`config.mk`:
```
export PLATFORM = sky130hd
export DESIGN_NAME = conv_stream_feeder
export DESIGN_NICKNAME = d
export VERILOG_FILES = /design/src/rtl/conv_pkg.sv /design/src/rtl/conv_stream_feeder.sv
export SDC_FILE = /design/constraint.sdc
export NUM_CORES = 1
export LEC_CHECK = 0
export ABC_AREA = 1
export ABC_CLOCK_PERIOD_IN_PS = 3100
export CAP_MARGIN = 30
export CELL_PAD_IN_SITES_DETAIL_PLACEMENT = 1
export CELL_PAD_IN_SITES_GLOBAL_PLACEMENT = 2
export CORE_ASPECT_RATIO = 1.4
export CORE_MARGIN = 1.5
export CORE_UTILIZATION = 30
export DETAILED_ROUTE_END_ITERATION = 6
export PLACE_DENSITY = 0.84
export SLEW_MARGIN = 15
export SYNTH_ARGS = -nofsm -noshare
export SYNTH_HDL_FRONTEND = slang
export SYNTH_SLANG_ARGS = --single-unit
```
`constraint.sdc`:
```
create_clock -name clk -period 3.1 [get_ports clk]
set_input_delay 0.93 -clock clk [delete_from_list [all_inputs] [get_ports clk]]
set_output_delay 0.93 -clock clk [all_outputs]
set_load 0.05 [all_outputs]
```
`src/rtl/conv_pkg.sv`:
```
// Shared definitions for the convolver stream feeder: state encodings, data width
// and the job-size constants derived from the layer geometry.
package conv_pkg;

   localparam int DATA_W = 16;

   typedef logic [2:0] state_t;

   localparam logic [2:0] IDLE   = 3'd0;
   localparam logic [2:0] LOAD_W = 3'd1;
   localparam logic [2:0] FEED_A = 3'd2;
   localparam logic [2:0] DRAIN  = 3'd3;
   localparam logic [2:0] DONE   = 3'd4;

   function automatic int calc_nw(input int k);
      return k * k;
   endfunction

   function automatic int calc_na(input int fm_row, input int fm_col);
      return fm_row * fm_col;
   endfunction

   function automatic int calc_out_n(input int fm_row, input int fm_col, input int k, input int s);
      return ((fm_row - k) / s + 1) * ((fm_col - k) / s + 1);
   endfunction

   // Bits needed to hold values 0..maxv.
   function automatic int cnt_w(input int maxv);
      return (maxv < 1) ? 1 : $clog2(maxv + 1);
   endfunction

endpackage

```
`src/rtl/conv_stream_feeder.sv`:
```
// Transmit side of the convolver stream: reads kernel and activation map from a
// 1-cycle-latency buffer, streams them to the convolver and audits its outputs.
module conv_stream_feeder
   import conv_pkg::*;
#(
   parameter int FM_ROW   = 10,
   parameter int FM_COL   = 10,
   parameter int K        = 3,
   parameter int S        = 1,
   parameter int AW       = 12,
   parameter int W_BASE   = 0,
   parameter int A_BASE   = 16,
   parameter int DRAIN_TO = 64
)
(
   input  logic              clk,
   input  logic              rst,
   input  logic              start,
   input  logic              reload_w,
   output logic              busy,
   output logic              done,
   output logic              err,
   output logic              mem_rd,
   output logic [AW-1:0]     mem_addr,
   input  logic [DATA_W-1:0] mem_rdata,
   output logic              weight_vld,
   output logic [DATA_W-1:0] weight,
   output logic              ce,
   output logic [DATA_W-1:0] activation,
   input  logic              valid_conv,
   input  logic              end_conv
);

   // state  | meaning
   // IDLE   | waiting for start
   // LOAD_W | issuing NW kernel reads
   // FEED_A | issuing NA activation reads back to back
   // DRAIN  | waiting for end_conv or timeout
   // DONE   | done pulse, status valid

   localparam int NW    = calc_nw(K);
   localparam int NA    = calc_na(FM_ROW, FM_COL);
   localparam int OUT_N = calc_out_n(FM_ROW, FM_COL, K, S);
   localparam int RD_W  = cnt_w((NW > NA) ? NW : NA);
   localparam int TO_W  = cnt_w(DRAIN_TO);
   localparam int OC_W  = cnt_w(NA + DRAIN_TO);

   state_t            state;
   state_t            state_nxt;
   logic [RD_W-1:0]   rd_left;
   logic [RD_W-1:0]   rd_left_nxt;
   logic [TO_W-1:0]   to_left;
   logic [TO_W-1:0]   to_left_nxt;
   logic [AW-1:0]     addr_nxt;
   logic              rd_nxt;
   logic              rd_is_w;
   logic              rd_is_w_nxt;
   logic              fin;
   logic              timeout;

   logic              w_loaded;
   logic [OC_W-1:0]   out_cnt;
   logic [OC_W-1:0]   out_cnt_fin;
   logic              ce_seen;
   logic              early_vld;
   logic              early_now;
   logic              end_seen;
   logic              cnt_en;
   logic              accept;

   assign weight     = mem_rdata;
   assign activation = mem_rdata;

   assign accept      = (state == IDLE) && start;
   assign cnt_en      = (state == FEED_A) || (state == DRAIN);
   assign early_now   = valid_conv && !ce_seen && !ce && (cnt_en || (state == LOAD_W));
   assign out_cnt_fin = out_cnt + {{(OC_W-1){1'b0}}, (cnt_en && valid_conv)};

   always_comb begin
      state_nxt   = state;
      rd_left_nxt = rd_left;
      to_left_nxt = to_left;
      addr_nxt    = mem_addr;
      rd_nxt      = mem_rd;
      rd_is_w_nxt = rd_is_w;
      fin         = 1'b0;
      timeout     = 1'b0;
      case (state)
         IDLE: begin
            if (start) begin
               rd_nxt = 1'b1;
               if (reload_w || !w_loaded) begin
                  state_nxt   = LOAD_W;
                  rd_is_w_nxt = 1'b1;
                  addr_nxt    = AW'(W_BASE);
                  rd_left_nxt = RD_W'(NW - 1);
               end else begin
                  state_nxt   = FEED_A;
                  rd_is_w_nxt = 1'b0;
                  addr_nxt    = AW'(A_BASE);
                  rd_left_nxt = RD_W'(NA - 1);
               end
            end
         end
         LOAD_W: begin
            // Hand over straight to the activation reads so ce follows weight_vld with no gap.
            if (rd_left == '0) begin
               state_nxt   = FEED_A;
               rd_is_w_nxt = 1'b0;
               addr_nxt    = AW'(A_BASE);
               rd_left_nxt = RD_W'(NA - 1);
            end else begin
               addr_nxt    = mem_addr + AW'(1);
               rd_left_nxt = rd_left - RD_W'(1);
            end
         end
         FEED_A: begin
            if (rd_left == '0) begin
               state_nxt   = DRAIN;
               rd_nxt      = 1'b0;
               to_left_nxt = TO_W'(DRAIN_TO - 1);
            end else begin
               addr_nxt    = mem_addr + AW'(1);
               rd_left_nxt = rd_left - RD_W'(1);
            end
         end
         DRAIN: begin
            if (end_conv || end_seen) begin
               state_nxt = DONE;
               fin       = 1'b1;
            end else if (to_left == '0) begin
               state_nxt = DONE;
               fin       = 1'b1;
               timeout   = 1'b1;
            end else begin
               to_left_nxt = to_left - TO_W'(1);
            end
         end
         DONE: begin
            state_nxt = IDLE;
         end
         default: begin
            state_nxt = IDLE;
            rd_nxt    = 1'b0;
         end
      endcase
   end

   always_ff @(posedge clk or posedge rst) begin
      if (rst) begin
         state      <= IDLE;
         rd_left    <= '0;
         to_left    <= '0;
         mem_rd     <= 1'b0;
         mem_addr   <= '0;
         rd_is_w    <= 1'b0;
         weight_vld <= 1'b0;
         ce         <= 1'b0;
      end else begin
         state      <= state_nxt;
         rd_left    <= rd_left_nxt;
         to_left    <= to_left_nxt;
         mem_rd     <= rd_nxt;
         mem_addr   <= addr_nxt;
         rd_is_w    <= rd_is_w_nxt;
         // Strobes mark the cycle the buffer data for the previous read is on mem_rdata.
         weight_vld <= mem_rd && rd_is_w;
         ce         <= mem_rd && !rd_is_w;
      end
   end

   always_ff @(posedge clk or posedge rst) begin
      if (rst) begin
         busy      <= 1'b0;
         done      <= 1'b0;
         err       <= 1'b0;
         w_loaded  <= 1'b0;
         out_cnt   <= '0;
         ce_seen   <= 1'b0;
         early_vld <= 1'b0;
         end_seen  <= 1'b0;
      end else begin
         done <= fin;
         if (accept) begin
            busy      <= 1'b1;
            err       <= 1'b0;
            out_cnt   <= '0;
            ce_seen   <= 1'b0;
            early_vld <= 1'b0;
            end_seen  <= 1'b0;
         end else begin
            out_cnt <= out_cnt_fin;
            if (ce) begin
               ce_seen <= 1'b1;
            end
            if (early_now) begin
               early_vld <= 1'b1;
            end
            if ((state == FEED_A) && end_conv) begin
               end_seen <= 1'b1;
            end
            if ((state == LOAD_W) && (rd_left == '0)) begin
               w_loaded <= 1'b1;
            end
            if (fin) begin
               err <= timeout || (out_cnt_fin != OC_W'(OUT_N)) || early_vld || early_now;
            end
            if (state == DONE) begin
               busy <= 1'b0;
            end
         end
      end
   end

endmodule
```
# After elaboration in Yosys (flattened, before gate mapping)

Cells that the tools add are included.
Widths: inputs -> output; s select.

Add/subtract/negate cells: 4
Multipliers: 0
Div/mod/pow operators: 0
Order comparisons: 0
Eq/ne operators: 12
Shifts and indexed selects: 0
Multiplexer cells: 43
Bitwise logic cells: 2
Reductions and logical operators: 38

Operators with widths:

| operator              | number |
|---|---|
| $mux 7                | 7 |
| $mux 12               | 3 |
| $pmux 12 s3           | 1 |
| $pmux 7 s3            | 1 |
| $mux 1                | 19 |
| $mux 3                | 5 |
| $logic_not 7->1       | 2 |
| $pmux 7 s2            | 1 |
| $reduce_bool 2->1     | 7 |
| $sub 7x1->7 const B   | 2 |
| $add 12x1->12 const B | 1 |
| $pmux 3 s4            | 1 |
| $ne 2x2->1 const B    | 5 |
| $logic_and 1x1->1     | 9 |
| $reduce_and 3->1      | 3 |
| $add 8x1->8           | 1 |
| $mux 8                | 1 |
| $ne 8x7->1 const B    | 1 |
| $reduce_and 4->1      | 2 |
| $logic_or 1x1->1      | 7 |
| $eq 3x2->1 const B    | 2 |
| $mux 5                | 1 |
| $logic_not 1->1       | 4 |
| $eq 3x1->1 const B    | 1 |
| 11 further kinds      | 12 |

Bits in registers: 48
Bits in latches: 0
RAM bits: 0
Bits in read-only memories: 0
Input bits: 22
Output and inout bits: 50
Word-level logic and storage cells: 115
Memories kept: 0

# Longest topological paths before layout

Gate-level depths: netlist of run 1.

Depth after elaboration: 10
Gate-level depth with buffers: 13
Depth with buffers taken out: 12

# Worst setup path after synthesis of run 1

OpenSTA, ideal clock, no wires.

Path type: input-to-reg
From: input port valid_conv
To: register err
Setup time: 0.122 ns
Arrival time: 2.080 ns
Required time: 2.978 ns
Slack: 0.899 ns
Cell stages on the path: 10
Buffers on the path: 0
Cells stage by stage: inv_1 -> nor3_1 -> ha_1 -> ha_1 -> nand3_1 -> nor2_1 -> xor2_1 -> nand3_1 -> nor2_1 -> nor2_1

Cells in the longest elaborated chain, start to end: 8
Elaborated cells between the ends (all ways): 11
Those cells by class: add/sub: 1; eq/ne: 1; mux: 2; reduce/logical: 7

RTL lines:

| item                          | RTL line                  | source |
|---|---|---|
| start, declared               | conv_stream_feeder.sv:30  | `input logic valid_conv,` |
| $logic_and 1x1->1             | conv_stream_feeder.sv:77  | `assign out_cnt_fin = out_cnt + {{(OC_W-1){1'b0}}, (cnt_en && valid_conv)};` |
| $add 8x1->8                   | conv_stream_feeder.sv:77  |  |
| $ne 8x7->1                    | conv_stream_feeder.sv:206 | `err <= timeout \|\| (out_cnt_fin != OC_W'(OUT_N)) \|\| early_vld \|\| early_now;` |
| $logic_or 1x1->1 (2 in a row) | conv_stream_feeder.sv:206 |  |
| $logic_or 1x1->1 (*)          | conv_stream_feeder.sv:206 |  |
| $mux 1 (*)                    | conv_stream_feeder.sv:205 | `if (fin) begin` |
| $mux 1 (*)                    | conv_stream_feeder.sv:184 | `if (accept) begin` |
| end signal, assigned          | conv_stream_feeder.sv:206 |  |
| end, declared                 | conv_stream_feeder.sv:22  | `output logic err,` |

Every way passes the cells marked *; elsewhere a longest branch is shown, timed or not. The select of a mux whose other input is x is not followed.
A chain may end at the register's enable or synchronous reset.

# Worst setup path after layout of run 1

From: register mem_addr[4]
To: output port mem_addr[4]

RTL lines:

| item                   | RTL line                  | source |
|---|---|---|
| start, declared        | conv_stream_feeder.sv:24  | `output logic [AW-1:0] mem_addr,` |
| start signal, assigned | conv_stream_feeder.sv:164 | `mem_addr <= addr_nxt;` |

No word-level cell between the ends.

==> impl_metrics.csv, run 1 <==
group,metric,value,unit
power,finalPower,3.17,mW
synthesis,synth_edf_count,0,
floorplan,die_w,86.1,µm
cts,htreeDepth,2,
final_layout,syn2layout_area_growth,9.92,%
power,power_leakage,1.57,nW
routing,antenna_left,0,
grt,grt.met3_usage,0.0256,
floorplan,ios,72,
floorplan,start_util,0.308,
synthesis,synth-async-reset-ratio,1.00,
sta,slew_viol_final,0,
min_path,min_path_type,"reg -> reg",
synthesis,netlist_instances,379,
setup_path,worst-path-buf-inv,1,
cts,holdBufCountCts,0,
placed_design,hpwl,4880,µm
routing,wl,6390,µm
power,power_per_cell_area,993,mW/mm²
floorplan,rows,42,
sta,max_freq,0.394,GHz
min_path,hold_end,"w_loaded",
sta,post-route-period-util,0.820,
synthesis,synth_compound_area_frac,0.0854,
synthesis,synth_nets,406,
setup_path,critPathKind,"reg -> out",
min_path,holdPathStages,2,
routing,viasPerCell,4.68,
cts,clk-insertion-delay-late,0.28,ns
status,outcome,"finished clean",
synthesis,synth_top_area_cell,"dfrtp_1",
cts,cts_root_buf,"clkbuf_16",
synthesis,synth_top_family_by_area,"simple AND/OR/NAND/NOR gates",
grt,grt_overflow,0,
synthesis,ys_seq_elements,48,
setup_path,worst_setup_path_start_kind,"register",
grt,busiest_layer,"met2",
setup_path,r2r_end,"err",
routing,vias,2275,
min_path,min_from,"w_loaded",
synthesis,synth-seq-area-share,0.414,
synthesis,yosys.area_share.adder,0.0216,
synthesis,syn-cell-area,0.00290,mm²
cts,clkSlewWorstSetupHoldPaths,0.07,ns
routing,drc,0,
cts,cts_max_path_buffers,2,
setup_path,end_kind,"output port",
synthesis,avgSynthCellArea,7.66,µm²
synthesis,synth_mux_area_frac,0,
setup_path,cp_max_fo,7,
floorplan,die_area,0.0103,mm²
setup_path,crit_slowest_cell,"clkdlybuf4s50_1",
floorplan,core-area,0.00941,mm²
sta,finalSetupTns,0,ns
routing,drt_first_pass_iters,4,
grt,grt_pass1_wl,11200,µm
synthesis,yosysMostFrequentCell,"nand2_1",
synthesis,ys_warn_count,0,
placed_design,io_buffer_count,23,
synthesis,synth_xor_area_frac,0.0272,
setup_path,crit_family,"buffers and inverters",
synthesis,synth_top_area_share,0.414,
grt,grt_pass1_vias,2481,
placed_design,gp_congestion,0.759,
synthesis,synth_cell_types,29,
setup_path,reg2reg_depth,10,
sta,hold_viol_final,0,
cts,clock-sinks,48,
sta,min_period,2.54,ns
setup_path,cp_data_arrival_time,1.61,ns
flow_run,max-cap-violations,0,
synthesis,synthSimpleGateAreaFrac,0.285,
grt,gr-usage-all-layers,0.135,
routing,drt-initial-drc-count,105,
cts,numCtsBuffers,5,
setup_path,r2r_slack,1.03,ns
final_layout,drive_above_1_share,0.101,
final_layout,final.fill_count,1138,
sta,tightest_slew,0.537,ns
floorplan,die_h,119,µm
sta,setup_violations,0,
grt,antenna_found_initial,0,
sta,finClkSkew,0.00920,ns
setup_path,cpPeakStageDelay,0.85,ns
cts,cts_setup_buffers,0,
sta,relSlewSlack,0.640,
final_layout,diodes,0,
setup_path,worstPathCellList,"clkdlybuf4s50_1",
setup_path,critPathRequiredTime,2.17,ns
grt,met1_usage,0.152,
routing,routedWlPerCell,13.1,µm
grt,grt_max_degree,49,
synthesis,synth-main-ff-cell,"dfrtp_1",
synthesis,synth_area_leaders,"dfrtp_1 41%, nand2_1 11%, buf_4 8.5%",
sta,rsz0062_at_grt,"no",
cts,cts_tree,"done",
grt,use_met2,0.256,
setup_path,worstReg2RegStart,"state[1]",
power,vdd_ir_drop_max,0.290,mV
final_layout,nets,402,
synthesis,yosys-top-cells-count,"87 x nand2_1, 52 x inv_1, 48 x dfrtp_1",
cts,ctsResizeCount,0,
per-layer routing:
layer | wire, µm | vias to the layer above | share of wire
met3 | 174 | 5 | 0.027
met4 | 52 | 0 | 0.0081
met2 | 3430 | 20 | 0.54
met1 | 2730 | 1103 | 0.43
li1 | - | 1147 | -
met5 | 0 | - | 0
per-stage QoR:
| step | instances | hold WS, ns | utilization | setup WS, ns | area [µm²] |
|---|---|---|---|---|---|
| after floorplan | 379 | 0.422 | - | 0.899 | 2900 |
| after global routing | 486 | 0.493 | 0.339 | 0.355 | 3190 |
| after detailed placement | 478 | 0.452 | 0.321 | 0.287 | 3020 |
| final | 486 | 0.459 | 0.339 | 0.559 | 3190 |
| after CTS | 486 | 0.464 | 0.339 | 0.544 | 3190 |
| after global placement | 478 | 0.439 | 0.321 | 0.315 | 3020 |
kinds of logic after synthesis:
| family | after synthesis |
|---|---|
| XOR/XNOR | 9 |
| AO/OA/AOI/OAI | 44 |
| buffers and inverters | 92 |
| AND/OR/NAND/NOR | 181 |
| flip-flops | 48 |
| adder cells (fa/ha/maj) | 5 |
power breakdown:
group / total [mW] / internal, mW / switching [mW]
clock: 0.612 / 0.379 / 0.233
sequential: 1.02 / 0.841 / 0.178
combinational: 1.54 / 0.483 / 1.05
total: 3.17 / 1.70 / 1.46
how the worst max path moves through the flow:
stage                  end  cells past startpoint   startpoint  slack (ns)
3_5_place_dp           err                     11   valid_conv        0.29
5_1_grt                err                     11   valid_conv        0.35
4_1_cts        mem_addr[4]                      1  mem_addr[4]        0.54
3_3_place_gp           err                     11   valid_conv        0.31
6_report       mem_addr[4]                      1  mem_addr[4]        0.56
2_1_floorplan          err                     10   valid_conv        0.90
sequential cells by signal (all words and copies together) (netlist names), 3 cells and up:
register  count
rd_left       7
state         3
to_left       7
mem_addr     12
out_cnt       8
final cells by class:
cell class / instances / area (µm²) / area share
Clock inverter: 3 / 42.5 / 0.0133
Timing Repair Buffer: 25 / 258 / 0.0808
Sequential cell: 48 / 1200 / 0.377
Tap cell: 110 / 138 / 0.0432
Inverter: 56 / 210 / 0.0659
Multi-Input combinational cell: 239 / 1210 / 0.381
Clock buffer: 5 / 125 / 0.0392
cell usage in the layout (no fill, tap or decap), drive strengths merged:
| cell | synthesis | routed |
|---|---|---|
| xnor2 | 3 | 3 |
| o2111ai | 4 | 4 |
| nand3 | 25 | 25 |
| a21oi | 11 | 11 |
| or2 | 2 | 2 |
| inv | 56 | 56 |
| o31ai | 1 | 1 |
| clkdlybuf4s50 | 0 | 23 |
| buf | 36 | 2 |
| clkbuf | 0 | 5 |
| o311a | 1 | 1 |
| clkinv | 0 | 1 |
| bufinv | 0 | 1 |
| ha | 5 | 5 |
| nand4 | 5 | 5 |
| nor2 | 54 | 54 |
| and2 | 1 | 1 |
| nand3b | 1 | 1 |
| xor2 | 6 | 6 |
| nand2 | 90 | 90 |
| dfrtp | 48 | 48 |
| nor3 | 3 | 3 |
| clkinvlp | 0 | 1 |
| o21ai | 27 | 27 |
worst min-delay path: stages, from the launching register on:
cell and delay, ns:
dfrtp_1 0.32, inv_1 0.04, o21ai_0 0.06
No activity file was read; power rests on OpenSTA's default activity.
==> run 2, diff against run 1 <==
--- a/config.mk
+++ b/config.mk
@@ -6,15 +6,15 @@
 export NUM_CORES = 1
 export LEC_CHECK = 0
 export ABC_AREA = 1
-export ABC_CLOCK_PERIOD_IN_PS = 3100
+export ABC_CLOCK_PERIOD_IN_PS = 2340
 export CAP_MARGIN = 30
 export CELL_PAD_IN_SITES_DETAIL_PLACEMENT = 1
 export CELL_PAD_IN_SITES_GLOBAL_PLACEMENT = 2
 export CORE_ASPECT_RATIO = 1.4
 export CORE_MARGIN = 1.5
-export CORE_UTILIZATION = 30
+export CORE_UTILIZATION = 28
 export DETAILED_ROUTE_END_ITERATION = 6
-export PLACE_DENSITY = 0.84
+export PLACE_DENSITY = 0.79
 export SLEW_MARGIN = 15
 export SYNTH_ARGS = -nofsm -noshare
 export SYNTH_HDL_FRONTEND = slang
==> constraint.sdc (replaced) <==
create_clock -name clk -period 2.34 [get_ports clk]
set_input_delay 0.702 -clock clk [delete_from_list [all_inputs] [get_ports clk]]
set_output_delay 0.702 -clock clk [all_outputs]
set_load 0.05 [all_outputs]
==> run 2 against run 1 <==
  * Power up 31%
  * Non-clock buffer count increased by 12
  * Die area rose by 6.9%
  * Utilization fell by 0.91 points
  * Register-to-register slack worse by 0.64 ns
  * Global-route usage is 0.47 points higher
  * Critical path type unchanged
  * Largest cell class unchanged
  * Largest power group unchanged
==> impl_metrics.csv, run 2 (synthesis results as in run 1) <==
group,metric,value,unit
setup_path,critPathRequiredTime,1.64,ns
routing,viasPerCell,4.44,
final_layout,diodes,0,
floorplan,die_w,89.0,µm
sta,finClkSkew,0.00535,ns
routing,wl,6700,µm
setup_path,r2r_end,"err",
final_layout,seq_area,0.00120,mm²
setup_path,worstReg2RegStart,"state[1]",
setup_path,worstSetupPathDepth,1,
grt,grt_max_degree,49,
grt,grt_pass1_wl,12000,µm
floorplan,die_area,0.0110,mm²
sta,setup_violations,0,
routing,routedWlPerCell,12.8,µm
min_path,min_path_type,"reg -> reg",
placed_design,hpwl,5090,µm
placed_design,place_ws,-0.245,ns
setup_path,crit_family,"buffers and inverters",
cts,cts_max_path_buffers,2,
status,outcome,"finished clean",
routing,drt_first_pass_iters,4,
setup_path,cp_max_fo,5,
placed_design,io_buffer_count,23,
min_path,min_from,"rd_is_w",
final_layout,final_area,0.00330,mm²
cts,cts_tree,"done",
setup_path,r2r_slack,0.39,ns
cts,clk-insertion-delay-late,0.29,ns
setup_path,cp_data_arrival_time,1.55,ns
final_layout,top_regs,"mem_addr x12, out_cnt x8",
setup_path,end_kind,"output port",
final_layout,syn2layout_area_growth,13.8,%
sta,relSlewSlack,0.660,
routing,drt-initial-drc-count,99,
final_layout,drive_above_1_share,0.150,
sta,slew_viol_final,0,
final_layout,regMostFlops,"mem_addr",
cts,clkSlewWorstSetupHoldPaths,0.07,ns
power,power_leakage,1.63,nW
sta,max_freq,0.445,GHz
setup_path,reg2reg_depth,13,
sta,timing.final.ws_setup,0.0909,ns
final_layout,layout_common_cells,"86 x nand2_1, 50 x inv_1, 48 x dfrtp_1",
setup_path,cpPeakStageDelay,0.84,ns
grt,antenna_found_initial,0,
placed_design,place_area,0.00312,mm²
floorplan,start_util,0.290,
power,vdd_ir_drop_max,0.423,mV
setup_path,worst_setup_path_start_kind,"register",
final_layout,largest_register_ffs,12,
sta,hold_viol_final,0,
setup_path,worstPathCellList,"clkdlybuf4s50_1",
setup_path,crit_end,"mem_addr[5]",
sta,rsz0062_at_grt,"no",
sta,finalSetupTns,0,ns
routing,antenna_left,0,
sta,post-route-period-util,0.961,
grt,gr-usage-all-layers,0.140,
flow_run,max-cap-violations,0,
sta,min_period,2.25,ns
sta,tightest_slew,0.508,ns
setup_path,crit_slowest_cell,"clkdlybuf4s50_1",
final_layout,final.fill_count,1250,
power,power_per_cell_area,1260,mW/mm²
grt,grt_pass1_vias,2574,
routing,drc,0,
floorplan,core-area,0.0100,mm²
cts,holdBufCountCts,0,
final_layout,final_util,0.330,
cts,cts_root_buf,"clkbuf_16",
placed_design,gp_congestion,0.774,
setup_path,worst-path-buf-inv,1,
cts,clock-sinks,48,
floorplan,die_h,123,µm
final_layout,nets,414,
cts,numCtsBuffers,5,
final_layout,final_common_cell,"nand2_1",
final_layout,multi_input_area,0.00124,mm²
floorplan,ios,72,
floorplan,rows,43,
routing,vias,2318,
grt,grt_overflow,0,
cts,htreeDepth,2,
setup_path,critPathLaunch,"mem_addr[5]",
setup_path,critPathKind,"reg -> out",
==> run 2: cell types whose count changed in the layout (fill, tap and decap cells not counted), sizes merged <==
cell | before | now
clkdlybuf4s50 | 23 | 19
bufinv | 1 | 0
dlymetal6s2s | 0 | 1
clkinvlp | 1 | 0
buf | 2 | 17
clkbuf | 5 | 6
==> run 2: area by class of cell <==
type	count	share of cell area
tap	135	0.0512
multi-input combinational	239	0.377
clock buffer	6	0.0390
timing repair buffer	37	0.104
sequential	48	0.364
clock inverter	1	0.00152
inverter	56	0.0637
==> run 2: how the worst min path moves through the flow <==
stage                    end  slack (ns)  depth (start not counted)
floorplan           w_loaded        0.42                          2
CTS                       ce        0.47                          1
global placement    w_loaded        0.44                          2
global route              ce        0.48                          1
detailed placement        ce        0.46                          1
finish                    ce        0.47                          1
==> run 2: per-stage QoR <==
| step | power, mW | std cells | hold WS [ns] |
|---|---|---|---|
| final | 4.16 | 522 | 0.465 |
| after CTS | 4.22 | 520 | 0.469 |
| after global placement | 3.44 | 513 | 0.443 |
| after detailed placement | 3.50 | 513 | 0.458 |
| after floorplan | 3.02 | 379 | 0.422 |
| after global routing | 4.57 | 522 | 0.477 |
==> run 2: report_power, final <==
group          internal (mW)  leakage [nW]  total (mW)  switching, mW
sequential              1.11         0.617        1.36          0.247
combinational          0.696         0.946        2.10           1.41
clock                  0.389        0.0667       0.692          0.303
total                   2.20          1.63        4.16           1.96
==> run 2: per-layer routing <==
metal | vias up | global-route usage | wire [µm]
li1 | 1167 | - | -
met1 | 1123 | 0.159 | 2780
met2 | 22 | 0.263 | 3660
met3 | 6 | 0.0220 | 179
met4 | 0 | 0.0385 | 80
met5 | - | 0 | 0
==> run 2: repair_timing <==
| action | CTS | global route |
|---|---|---|
| endpoints found under the setup margin | 0 | 2 |
| resized for setup | 0 | 9 |
| setup buffers | 0 | 2 |
